<file path="src/rtl/cpu_test_sequencer_if.sv">
// Bundle of every signal between the test sequencer and its environment
// (stimulus streams, IMEM write port, core control, debug read port, status).
// The sequencer uses the master modport and the environment uses the slave modport.
interface cpu_test_sequencer_if #(
  parameter int XLEN       = 32,
  parameter int IMEM_DEPTH = 64,
  parameter int TIMEOUT_W  = 16
);
  localparam int AW = $clog2(IMEM_DEPTH);

  logic                 start;
  logic                 prog_valid;
  logic                 prog_ready;
  logic [XLEN-1:0]      prog_data;
  logic                 prog_last;
  logic                 chk_valid;
  logic                 chk_ready;
  logic [4:0]           chk_reg;
  logic [XLEN-1:0]      chk_data;
  logic                 chk_last;
  logic                 imem_we;
  logic [AW-1:0]        imem_addr;
  logic [XLEN-1:0]      imem_wdata;
  logic                 cpu_rst;
  logic [XLEN-1:0]      if_insn;
  logic [4:0]           rf_raddr;
  logic [XLEN-1:0]      rf_rdata;
  logic                 busy;
  logic                 done;
  logic                 pass;
  logic                 timeout;
  logic                 overflow;
  logic [4:0]           fail_reg;
  logic [XLEN-1:0]      fail_data;
  logic [TIMEOUT_W-1:0] run_cycles;

  modport master (
    input  start, prog_valid, prog_data, prog_last,
           chk_valid, chk_reg, chk_data, chk_last, if_insn, rf_rdata,
    output prog_ready, chk_ready, imem_we, imem_addr, imem_wdata, cpu_rst,
           rf_raddr, busy, done, pass, timeout, overflow,
           fail_reg, fail_data, run_cycles
  );

  modport slave (
    output start, prog_valid, prog_data, prog_last,
           chk_valid, chk_reg, chk_data, chk_last, if_insn, rf_rdata,
    input  prog_ready, chk_ready, imem_we, imem_addr, imem_wdata, cpu_rst,
           rf_raddr, busy, done, pass, timeout, overflow,
           fail_reg, fail_data, run_cycles
  );
endinterface

</file>
<file path="src/rtl/cpu_test_sequencer.sv">
// Self-checking harness that loads a program into IMEM, stores a table of
// expected register values, runs the core until it fetches the halt
// instruction, lets the pipeline drain and then compares the register file
// through the debug read port. Reports pass, fail or timeout.
// Optional feature: define SEQ_CLEAR_IMEM_EN to fill the unused IMEM tail with
// nops after the program is loaded; otherwise stale IMEM contents remain.
module cpu_test_sequencer #(
  parameter int              XLEN       = 32,
  parameter int              IMEM_DEPTH = 64,
  parameter int              NCHECK     = 8,
  parameter int              TIMEOUT_W  = 16,
  parameter int              DRAIN      = 6,
  parameter logic [XLEN-1:0] HALT_INSN  = 32'h0000_0073
) (
  input  logic                 clk,
  input  logic                 rst,
  cpu_test_sequencer_if.master bus
);
  localparam int AW = $clog2(IMEM_DEPTH);
  localparam int PW = $clog2(IMEM_DEPTH + 1);
  localparam int IW = $clog2(NCHECK);
  localparam int CW = $clog2(NCHECK + 1);
  localparam int DW = $clog2(DRAIN + 1);
  localparam logic [TIMEOUT_W-1:0] RUN_LAST = {{(TIMEOUT_W-1){1'b1}}, 1'b0};

  typedef enum logic [2:0] {
    IDLE, LOAD_PROG, CLEAR, LOAD_CHK, RUN, DRAIN_S, CHECK, DONE
  } state_t;

  state_t               state_q;
  logic [PW-1:0]        ptr_q;
  logic [CW-1:0]        cnt_q;
  logic [CW-1:0]        idx_q;
  logic [DW-1:0]        drainCnt_q;
  logic                 progReady_q, chkReady_q, imemWe_q, cpuRst_q;
  logic [AW-1:0]        imemAddr_q;
  logic [XLEN-1:0]      imemWdata_q;
  logic [4:0]           rfRaddr_q;
  logic                 busy_q, done_q, pass_q, timeout_q, overflow_q;
  logic [4:0]           failReg_q;
  logic [XLEN-1:0]      failData_q;
  logic [TIMEOUT_W-1:0] runCycles_q;

  logic [4:0]      chkRegMem  [NCHECK];
  logic [XLEN-1:0] chkDataMem [NCHECK];

  logic          progAccept_d, chkAccept_d, progRoom_d, chkRoom_d;
  logic [PW-1:0] ptrNext_d;
  logic [IW-1:0] idxLo_d;
  logic          mismatch_d, lastEntry_d;

  assign progAccept_d = bus.prog_valid && progReady_q;
  assign chkAccept_d  = bus.chk_valid && chkReady_q;
  assign progRoom_d   = ptr_q < PW'(IMEM_DEPTH);
  assign chkRoom_d    = cnt_q < CW'(NCHECK);
  assign ptrNext_d    = progRoom_d ? ptr_q + PW'(1) : ptr_q;
  assign idxLo_d      = idx_q[IW-1:0];
  assign mismatch_d   = bus.rf_rdata != chkDataMem[idxLo_d];
  assign lastEntry_d  = idx_q == cnt_q - CW'(1);

  assign bus.prog_ready = progReady_q;
  assign bus.chk_ready  = chkReady_q;
  assign bus.imem_we    = imemWe_q;
  assign bus.imem_addr  = imemAddr_q;
  assign bus.imem_wdata = imemWdata_q;
  assign bus.cpu_rst    = cpuRst_q;
  assign bus.rf_raddr   = rfRaddr_q;
  assign bus.busy       = busy_q;
  assign bus.done       = done_q;
  assign bus.pass       = pass_q;
  assign bus.timeout    = timeout_q;
  assign bus.overflow   = overflow_q;
  assign bus.fail_reg   = failReg_q;
  assign bus.fail_data  = failData_q;
  assign bus.run_cycles = runCycles_q;

  // Expected-value table: store accepted entries while there is room
  always_ff @(posedge clk) begin
    if (rst && state_q == LOAD_CHK && chkAccept_d && chkRoom_d) begin
      chkRegMem[cnt_q[IW-1:0]]  <= bus.chk_reg;
      chkDataMem[cnt_q[IW-1:0]] <= bus.chk_data;
    end
  end

  // Test sequence FSM with all outputs registered
  always_ff @(posedge clk) begin
    if (!rst) begin
      state_q     <= IDLE;
      ptr_q       <= '0;
      cnt_q       <= '0;
      idx_q       <= '0;
      drainCnt_q  <= '0;
      progReady_q <= 1'b0;
      chkReady_q  <= 1'b0;
      imemWe_q    <= 1'b0;
      imemAddr_q  <= '0;
      imemWdata_q <= '0;
      cpuRst_q    <= 1'b1;
      rfRaddr_q   <= '0;
      busy_q      <= 1'b0;
      done_q      <= 1'b0;
      pass_q      <= 1'b0;
      timeout_q   <= 1'b0;
      overflow_q  <= 1'b0;
      failReg_q   <= '0;
      failData_q  <= '0;
      runCycles_q <= '0;
    end else begin
      imemWe_q <= 1'b0;
      case (state_q)
        IDLE, DONE: begin
          if (bus.start) begin
            state_q     <= LOAD_PROG;
            ptr_q       <= '0;
            cnt_q       <= '0;
            idx_q       <= '0;
            runCycles_q <= '0;
            done_q      <= 1'b0;
            pass_q      <= 1'b0;
            timeout_q   <= 1'b0;
            overflow_q  <= 1'b0;
            failReg_q   <= '0;
            failData_q  <= '0;
            rfRaddr_q   <= '0;
            progReady_q <= 1'b1;
            busy_q      <= 1'b1;
          end
        end
        LOAD_PROG: begin
          if (progAccept_d) begin
            ptr_q <= ptrNext_d;
            if (progRoom_d) begin
              imemWe_q    <= 1'b1;
              imemAddr_q  <= ptr_q[AW-1:0];
              imemWdata_q <= bus.prog_data;
            end else begin
              overflow_q <= 1'b1;
            end
            if (bus.prog_last) begin
              progReady_q <= 1'b0;
`ifdef SEQ_CLEAR_IMEM_EN
              if (ptrNext_d < PW'(IMEM_DEPTH)) begin
                state_q <= CLEAR;
              end else begin
                state_q    <= LOAD_CHK;
                chkReady_q <= 1'b1;
              end
`else
              state_q    <= LOAD_CHK;
              chkReady_q <= 1'b1;
`endif
            end
          end
        end
        CLEAR: begin
`ifdef SEQ_CLEAR_IMEM_EN
          imemWe_q    <= 1'b1;
          imemAddr_q  <= ptr_q[AW-1:0];
          imemWdata_q <= XLEN'(32'h0000_0013);
          ptr_q       <= ptr_q + PW'(1);
          if (ptr_q == PW'(IMEM_DEPTH - 1)) begin
            state_q    <= LOAD_CHK;
            chkReady_q <= 1'b1;
          end
`else
          state_q    <= LOAD_CHK;
          chkReady_q <= 1'b1;
`endif
        end
        LOAD_CHK: begin
          if (chkAccept_d) begin
            if (chkRoom_d) begin
              cnt_q <= cnt_q + CW'(1);
            end else begin
              overflow_q <= 1'b1;
            end
            if (bus.chk_last) begin
              chkReady_q <= 1'b0;
              cpuRst_q   <= 1'b0;
              state_q    <= RUN;
            end
          end
        end
        RUN: begin
          if (runCycles_q != '1) begin
            runCycles_q <= runCycles_q + TIMEOUT_W'(1);
          end
          if (bus.if_insn == HALT_INSN) begin
            state_q    <= DRAIN_S;
            drainCnt_q <= '0;
          end else if (runCycles_q == RUN_LAST) begin
            state_q   <= DONE;
            timeout_q <= 1'b1;
            done_q    <= 1'b1;
            pass_q    <= 1'b0;
            busy_q    <= 1'b0;
            cpuRst_q  <= 1'b1;
          end
        end
        DRAIN_S: begin
          if (drainCnt_q == DW'(DRAIN - 1)) begin
            state_q   <= CHECK;
            cpuRst_q  <= 1'b1;
            idx_q     <= '0;
            rfRaddr_q <= chkRegMem[0];
          end else begin
            drainCnt_q <= drainCnt_q + DW'(1);
          end
        end
        CHECK: begin
          if (mismatch_d) begin
            state_q    <= DONE;
            failReg_q  <= chkRegMem[idxLo_d];
            failData_q <= bus.rf_rdata;
            pass_q     <= 1'b0;
            done_q     <= 1'b1;
            busy_q     <= 1'b0;
          end else if (lastEntry_d) begin
            state_q <= DONE;
            pass_q  <= !overflow_q && !timeout_q;
            done_q  <= 1'b1;
            busy_q  <= 1'b0;
          end else begin
            idx_q     <= idx_q + CW'(1);
            rfRaddr_q <= chkRegMem[idxLo_d + IW'(1)];
          end
        end
        default: state_q <= IDLE;
      endcase
    end
  end
endmodule

</file>
<file path="src/flat_wrapper.sv">
// flat-port wrapper written by rule: the top's interface ports become plain ports
module cpu_test_sequencer_flat 
#(
  parameter int              XLEN       = 32,
  parameter int              IMEM_DEPTH = 64,
  parameter int              NCHECK     = 8,
  parameter int              TIMEOUT_W  = 16,
  parameter int              DRAIN      = 6,
  parameter logic [XLEN-1:0] HALT_INSN  = 32'h0000_0073
)
  (clk, rst, bus_start, bus_prog_valid, bus_prog_data, bus_prog_last, bus_chk_valid, bus_chk_reg, bus_chk_data, bus_chk_last, bus_if_insn, bus_rf_rdata, bus_prog_ready, bus_chk_ready, bus_imem_we, bus_imem_addr, bus_imem_wdata, bus_cpu_rst, bus_rf_raddr, bus_busy, bus_done, bus_pass, bus_timeout, bus_overflow, bus_fail_reg, bus_fail_data, bus_run_cycles);
  cpu_test_sequencer_if #(.XLEN(XLEN), .IMEM_DEPTH(IMEM_DEPTH), .TIMEOUT_W(TIMEOUT_W)) bus_i ();
  input  logic clk;
  input  logic rst;
  input wire logic [$bits(bus_i.start)-1:0] bus_start;
  input wire logic [$bits(bus_i.prog_valid)-1:0] bus_prog_valid;
  input wire logic [$bits(bus_i.prog_data)-1:0] bus_prog_data;
  input wire logic [$bits(bus_i.prog_last)-1:0] bus_prog_last;
  input wire logic [$bits(bus_i.chk_valid)-1:0] bus_chk_valid;
  input wire logic [$bits(bus_i.chk_reg)-1:0] bus_chk_reg;
  input wire logic [$bits(bus_i.chk_data)-1:0] bus_chk_data;
  input wire logic [$bits(bus_i.chk_last)-1:0] bus_chk_last;
  input wire logic [$bits(bus_i.if_insn)-1:0] bus_if_insn;
  input wire logic [$bits(bus_i.rf_rdata)-1:0] bus_rf_rdata;
  output wire logic [$bits(bus_i.prog_ready)-1:0] bus_prog_ready;
  output wire logic [$bits(bus_i.chk_ready)-1:0] bus_chk_ready;
  output wire logic [$bits(bus_i.imem_we)-1:0] bus_imem_we;
  output wire logic [$bits(bus_i.imem_addr)-1:0] bus_imem_addr;
  output wire logic [$bits(bus_i.imem_wdata)-1:0] bus_imem_wdata;
  output wire logic [$bits(bus_i.cpu_rst)-1:0] bus_cpu_rst;
  output wire logic [$bits(bus_i.rf_raddr)-1:0] bus_rf_raddr;
  output wire logic [$bits(bus_i.busy)-1:0] bus_busy;
  output wire logic [$bits(bus_i.done)-1:0] bus_done;
  output wire logic [$bits(bus_i.pass)-1:0] bus_pass;
  output wire logic [$bits(bus_i.timeout)-1:0] bus_timeout;
  output wire logic [$bits(bus_i.overflow)-1:0] bus_overflow;
  output wire logic [$bits(bus_i.fail_reg)-1:0] bus_fail_reg;
  output wire logic [$bits(bus_i.fail_data)-1:0] bus_fail_data;
  output wire logic [$bits(bus_i.run_cycles)-1:0] bus_run_cycles;
  assign bus_i.start = bus_start;
  assign bus_i.prog_valid = bus_prog_valid;
  assign bus_i.prog_data = bus_prog_data;
  assign bus_i.prog_last = bus_prog_last;
  assign bus_i.chk_valid = bus_chk_valid;
  assign bus_i.chk_reg = bus_chk_reg;
  assign bus_i.chk_data = bus_chk_data;
  assign bus_i.chk_last = bus_chk_last;
  assign bus_i.if_insn = bus_if_insn;
  assign bus_i.rf_rdata = bus_rf_rdata;
  assign bus_prog_ready = bus_i.prog_ready;
  assign bus_chk_ready = bus_i.chk_ready;
  assign bus_imem_we = bus_i.imem_we;
  assign bus_imem_addr = bus_i.imem_addr;
  assign bus_imem_wdata = bus_i.imem_wdata;
  assign bus_cpu_rst = bus_i.cpu_rst;
  assign bus_rf_raddr = bus_i.rf_raddr;
  assign bus_busy = bus_i.busy;
  assign bus_done = bus_i.done;
  assign bus_pass = bus_i.pass;
  assign bus_timeout = bus_i.timeout;
  assign bus_overflow = bus_i.overflow;
  assign bus_fail_reg = bus_i.fail_reg;
  assign bus_fail_data = bus_i.fail_data;
  assign bus_run_cycles = bus_i.run_cycles;
  cpu_test_sequencer #(.XLEN(XLEN), .IMEM_DEPTH(IMEM_DEPTH), .NCHECK(NCHECK), .TIMEOUT_W(TIMEOUT_W), .DRAIN(DRAIN), .HALT_INSN(HALT_INSN)) u_core (.clk(clk), .rst(rst), .bus(bus_i));
endmodule
</file>
<file path="config.mk">
export PLATFORM = sky130hd
export DESIGN_NAME = cpu_test_sequencer_flat
export DESIGN_NICKNAME = d
export VERILOG_FILES = /design/src/rtl/cpu_test_sequencer_if.sv /design/src/rtl/cpu_test_sequencer.sv /design/src/flat_wrapper.sv
export SDC_FILE = /design/constraint.sdc
export NUM_CORES = 1
export LEC_CHECK = 0
export CORE_UTILIZATION = 55
export CTS_CLUSTER_DIAMETER = 40
export DETAILED_ROUTE_END_ITERATION = 8
export PLACE_DENSITY = 0.89
export SLEW_MARGIN = 20
export SYNTH_ARGS = -nofsm -noshare
export SYNTH_HDL_FRONTEND = slang
export SYNTH_SLANG_ARGS = --single-unit
</file>
<file path="constraint.sdc">
create_clock -name clk -period 4.9 [get_ports clk]
set_input_delay 0.49 -clock clk [delete_from_list [all_inputs] [get_ports clk]]
set_output_delay 0.49 -clock clk [all_outputs]
set_load 0.02 [all_outputs]
</file>
Word-level counts from Yosys, hierarchy flattened
Memories as Yosys holds them, arrays and structs flattened. A register that Yosys moved wholly into a read port is not among the register bits.
Index checks and enable logic that the tools add are counted.
- bits in writable memories: 296
- output and inout port bits: 105
- bits of input ports: 140
- flip-flop bits (word level): 126
- memories kept: 2
- memory list (memory ; words ; width ; read ports ; clocked after Yosys merged registers in ; write ports ; RTL line ; source):
    u_core.chkDataMem ; 8 ; 32 ; 1 ; 1 ; 1 ; cpu_test_sequencer.sv:45 ; logic [XLEN-1:0] chkDataMem [NCHECK];
    u_core.chkRegMem ; 8 ; 5 ; 3 ; 1 ; 1 ; cpu_test_sequencer.sv:44 ; logic [4:0] chkRegMem [NCHECK];
- $lt $le $gt $ge: 2
- add/sub/neg operators: 7
- reductions and logical operators: 35
- muxes and demuxes: 77
- equal/unequal tests: 33
- operator list (operator ; number):
    two-way mux 32 bit ; 2
    case mux 32 bit (2 select lines) ; 1
    two-way mux 3 bit ; 16
    == test 32 x 7 -> 1 bit, second input constant ; 1
    two-way mux 16 bit ; 2
    inequality test 32 bit ; 1
    case mux 16 bit (2 select lines) ; 1
    two-way mux 1 bit ; 26
    two-way mux 5 bit ; 5
    two-way mux 4 bit ; 6
    two-way mux 7 bit ; 3
    case mux 3 bit (7 select lines) ; 1
    inequality test 2 x 1 -> 1 bit, second input constant ; 9
    inequality test 2 bit, second input constant ; 9
    case mux 1 bit (3 select lines) ; 6
    adder 16 x 1 -> 16 bit, second input constant ; 1
    == test 16 bit, second input constant ; 1
    inequality test 16 bit, second input constant ; 1
    AND reduction 4 bit ; 4
    == test 3 bit, second input constant ; 5
    case mux 5 bit (3 select lines) ; 1
    AND reduction 3 bit ; 5
    AND reduction 5 bit ; 3
    nonzero test 3 bit ; 5
    23 further kinds ; 39

Logic depth before layout (Yosys ltp)
- depth after elaboration: 7
- depth in mapped cells: 15
- mapped depth without buffers: 10

Least setup slack after synthesis
No wires, ideal clock.
- kind: reg-to-reg
- from: register u_core.state_q[2]
- to: memory u_core.chkDataMem[1][0] (enable)
- required time: 4423 ps
- stages on the path, launching flop included: 6
- buffers on the path: 2
- data arrival time: 3668 ps
- clock period less this slack: 4145 ps
- setup slack: 755 ps
- cell sequence: dfxtp_1 -> clkbuf_1 -> clkbuf_1 -> nor4_1 -> nand2_1 -> nor3_1
- cells in the longest elaborated chain, start to end: 6
- RTL lines (what ; RTL line ; source):
    start, declared ; cpu_test_sequencer.sv:30 ; state_t state_q;
    start signal, assigned ; cpu_test_sequencer.sv:88 ; state_q <= IDLE;
    start signal, assigned ; cpu_test_sequencer.sv:113 ; state_q <= LOAD_PROG;
    start signal, assigned ; cpu_test_sequencer.sv:149 ; state_q <= LOAD_CHK;
    == test 3 x 2 -> 1 bit ; cpu_test_sequencer.sv:79 ; if (rst && state_q == LOAD_CHK && chkAccept_d && chkRoom_d) begin
    logical AND 1 bit (3 in a row) ; cpu_test_sequencer.sv:79 ;
    two-way mux 1 bit ; cpu_test_sequencer.sv:79 ;
    two-way mux 1 bit (implied by the code) ; cpu_test_sequencer.sv:81 ; chkDataMem[cnt_q[IW-1:0]] <= bus.chk_data;
    end, declared ; cpu_test_sequencer.sv:45 ;
Every way passes these cells.

==> metrics.md <==
| Metric | Value |
|---|---|
| RSZ-0062 raised after global routing | false |
| Top_reg_cell synth | edfxtp_1 |
| Total grt overflow | 0 |
| Syn Nets | 1374 |
| Crit path kind | register to register |
| Per-cell routed wire length | 23.3 um |
| Crit path max fanout | 41 |
| Period minus WS final | 4120 ps |
| GR Util All Layers | 0.273 |
| Cells along the critical path | mux4_2 > mux2i_1 > xnor2_1 > nor4_1 > nand4_1 > buf_4 > o41a_1 > a32o_1 |
| Critical path data arrival time | 4550 ps |
| Placed inst area | 0.0205 mm^2 |
| Final worst path period share | 0.841 |
| DRC violations left | 0 |
| Met2 wire len | 22300 um |
| Final Hold Vio Count | 0 |
| Maxcap violations | 0 |
| Cell Pwr Density | 376 mW/mm^2 |
| DRT met1 WL | 16500 um |
| Static leakage | 7.23 nW |
| Worst slew pin tran | 979 ps |
| Vias in the first global route | 11700 |
| Post-detailed-route count of antenna-violating nets | 0 |
| First-pass GRT wire length | 68100 um |
| Required time of the critical path | 5330 ps |
| Hold crit path type | primary input to register |
| Area contributors post-synth | edfxtp_1 (50%), dfxtp_1 (15%), mux4_2 (7.6%) |
| Final HPWL DP | 28200 um |
| Via-to-Cell Ratio | 6.02 |
| Slew HR | 0.346 |
| Design Area, Final | 0.0222 mm^2 |
| Placer Congestion | 0.844 |
| Highest metal used | met5 |
| Initial core utilization | 0.561 |
| Hold-fix buffers, CTS | 0 |
| Post-route setup TNS | 0 ps |
| Synth Register Bits | 425 |
| Vias | 11500 |
| Peak supply drop | 0.332 mV |
| Largest net degree at the start of global routing | 87 |
| Status | complete, no violations |
| Startpoint Class | register |
| CTS tree | yes |
| Initial antenna violation count | 1 |
| Ys Warns | 0 |
| Clk_lat worst skew | 570 ps |
| Total wire length | 44700 um |
| Skew final | 32.6 ps |
| First-iteration detailed-routing DRC count | 1019 |
| Die height | 182 um |
| Worst setup EP type | register |
| Largest register FFs | 256 |
| Slack of the worst reg-to-reg path | 780 ps |
| Core Box Area | 0.0316 mm^2 |
| # IOs | 245 |
| Post-CTS setup buffer count | 0 |
| Mapped Cells | 1226 |
| Slowest CP cell | dfxtp_4 |
| Mapped Area | 0.0178 mm^2 |
| Die Wd | 182 um |
| EDFF count, synth | 296 |
| FFs w/ async S/R, synth | 0 |
| DRT Pass-1 Iters | 5 |
| Met3 WL | 3930 um |
| Maximum operating frequency | 243 MHz |
| Core Rows | 65 |
| Syn_area_per_cell | 14.5 um^2 |
| Die area | 0.0330 mm^2 |
| Crit path buffers/inverters | 1 |
| Clock transition at path regs | 60 ps |
| H-tree levels | 2 |
| Family with the most delay on the worst path | simple AND/OR/NAND/NOR gates |
| Fin nets | 1623 |
| Power Total | 8.35 mW |
| Top-area cell type share of the netlist area | 0.500 |
| Number of diodes | 0 |
| Yosys cell types | 62 |
| Max Slew Vio Count | 0 |
| CTS buffer count | 49 |
| PostCTS Resize Cnt | 0 |
| Area leader, netlist | edfxtp_1 |
| Clock sink count | 425 |
| Worst-case clock buffer depth | 3 |
| Fillcell total | 1933 |
| Max stage delay on crit path | 860 ps |
| Share of layout cells above drive strength 1 | 0.152 |
| Buffers on Ports | 244 |
| Clock root buffer | clkbuf_16 |
| Area added between synthesis and finish | 24.9% |
| Final setup fails | 0 |
| Seq/Total Area, Yosys | 0.646 |
==> path summary, 6_finish.rpt <==
check / depth (start not counted) / endpoint / start
setup / recovery: 8 / register / register
hold / removal: 3 / u_core.bus.rf_raddr[2] / rst
setup reg to reg: 8 / register / register
hold reg to reg: 2 / u_core.bus.imem_wdata[23] / u_core.bus.imem_wdata[23]
==> kinds of logic after synthesis <==
kind of cell	synth area share
AND/OR/NAND/NOR	0.0855
flip-flops	0.646
XOR/XNOR	0.0266
multiplexers	0.127
adder cells (fa/ha/maj)	0.00564
buffers and inverters	0.0343
AO/OA/AOI/OAI	0.0750
==> cells in the mapped netlist (10+ instances only) <==
cell type    n
edfxtp_1   296
nand2_1    134
dfxtp_1    129
mux2i_1     71
mux4_2      60
nand3_1     51
nor2_1      47
inv_1       43
a21boi_0    42
clkbuf_1    42
xnor2_1     36
o22ai_2     30
o21ai_0     19
xor2_1      18
a21oi_1     12
nor4_1      12
o22ai_1     11
and3_1      10
nand4_1     10
==> final cells by class <==
class | count | area, um^2 | share of cell area
Sequential cell | 425 | 11500 | 0.517
Tap cell | 402 | 503 | 0.0227
Timing Repair Buffer | 269 | 2650 | 0.120
Clock buffer | 66 | 1410 | 0.0637
Clock inverter | 25 | 231 | 0.0104
Inverter | 43 | 161 | 0.00728
Multi-Input combinational cell | 687 | 5740 | 0.259
==> where the power goes <==
group	switching [mW]	total (mW)	leakage (nW)	internal, mW
Combinational	0.458	0.768	2.72	0.309
Clock	1.50	3.61	0.807	2.11
Sequential	0.0773	3.97	3.70	3.89
Total	2.03	8.35	7.23	6.31
==> tightest hold or removal path: cells and delay by family <==
family                 cells  cell delay, ps
buffers and inverters      1             210
AND/OR/NAND/NOR            1              90
multiplexers               1              50
==> metal layers <==
layer / vias to the layer above / track usage
li1: 5132 / -
met1: 5653 / 0.329
met2: 644 / 0.467
met3: 114 / 0.0600
met4: 2 / 0.130
met5: - / 0
==> metrics by stage <==
step | hold slack (ps) | instances | setup WS [ps] | util
2_1_floorplan | 466 | 1226 | 755 | -
3_3_place_gp | 447 | 1826 | 864 | 0.649
3_5_place_dp | 458 | 1826 | 758 | 0.649
4_1_cts | 344 | 1917 | 745 | 0.701
5_1_grt | 365 | 1917 | 556 | 0.701
6_report | 360 | 1917 | 779 | 0.701
==> placed cells by master, fill, tap and decap left out, types with 19 or more instances in the layout <==
master           count
a21boi_0            42
nand3_1             51
inv_1               43
edfxtp_1           296
nor2_1              41
nand2_1            134
mux4_2              60
o21ai_0             19
dfxtp_1            126
buf_4               24
clkdlybuf4s50_1    243
clkbuf_16           51
mux2i_1             71
xnor2_1             36
o22ai_2             30
Power figures use the tool's default switching activity.
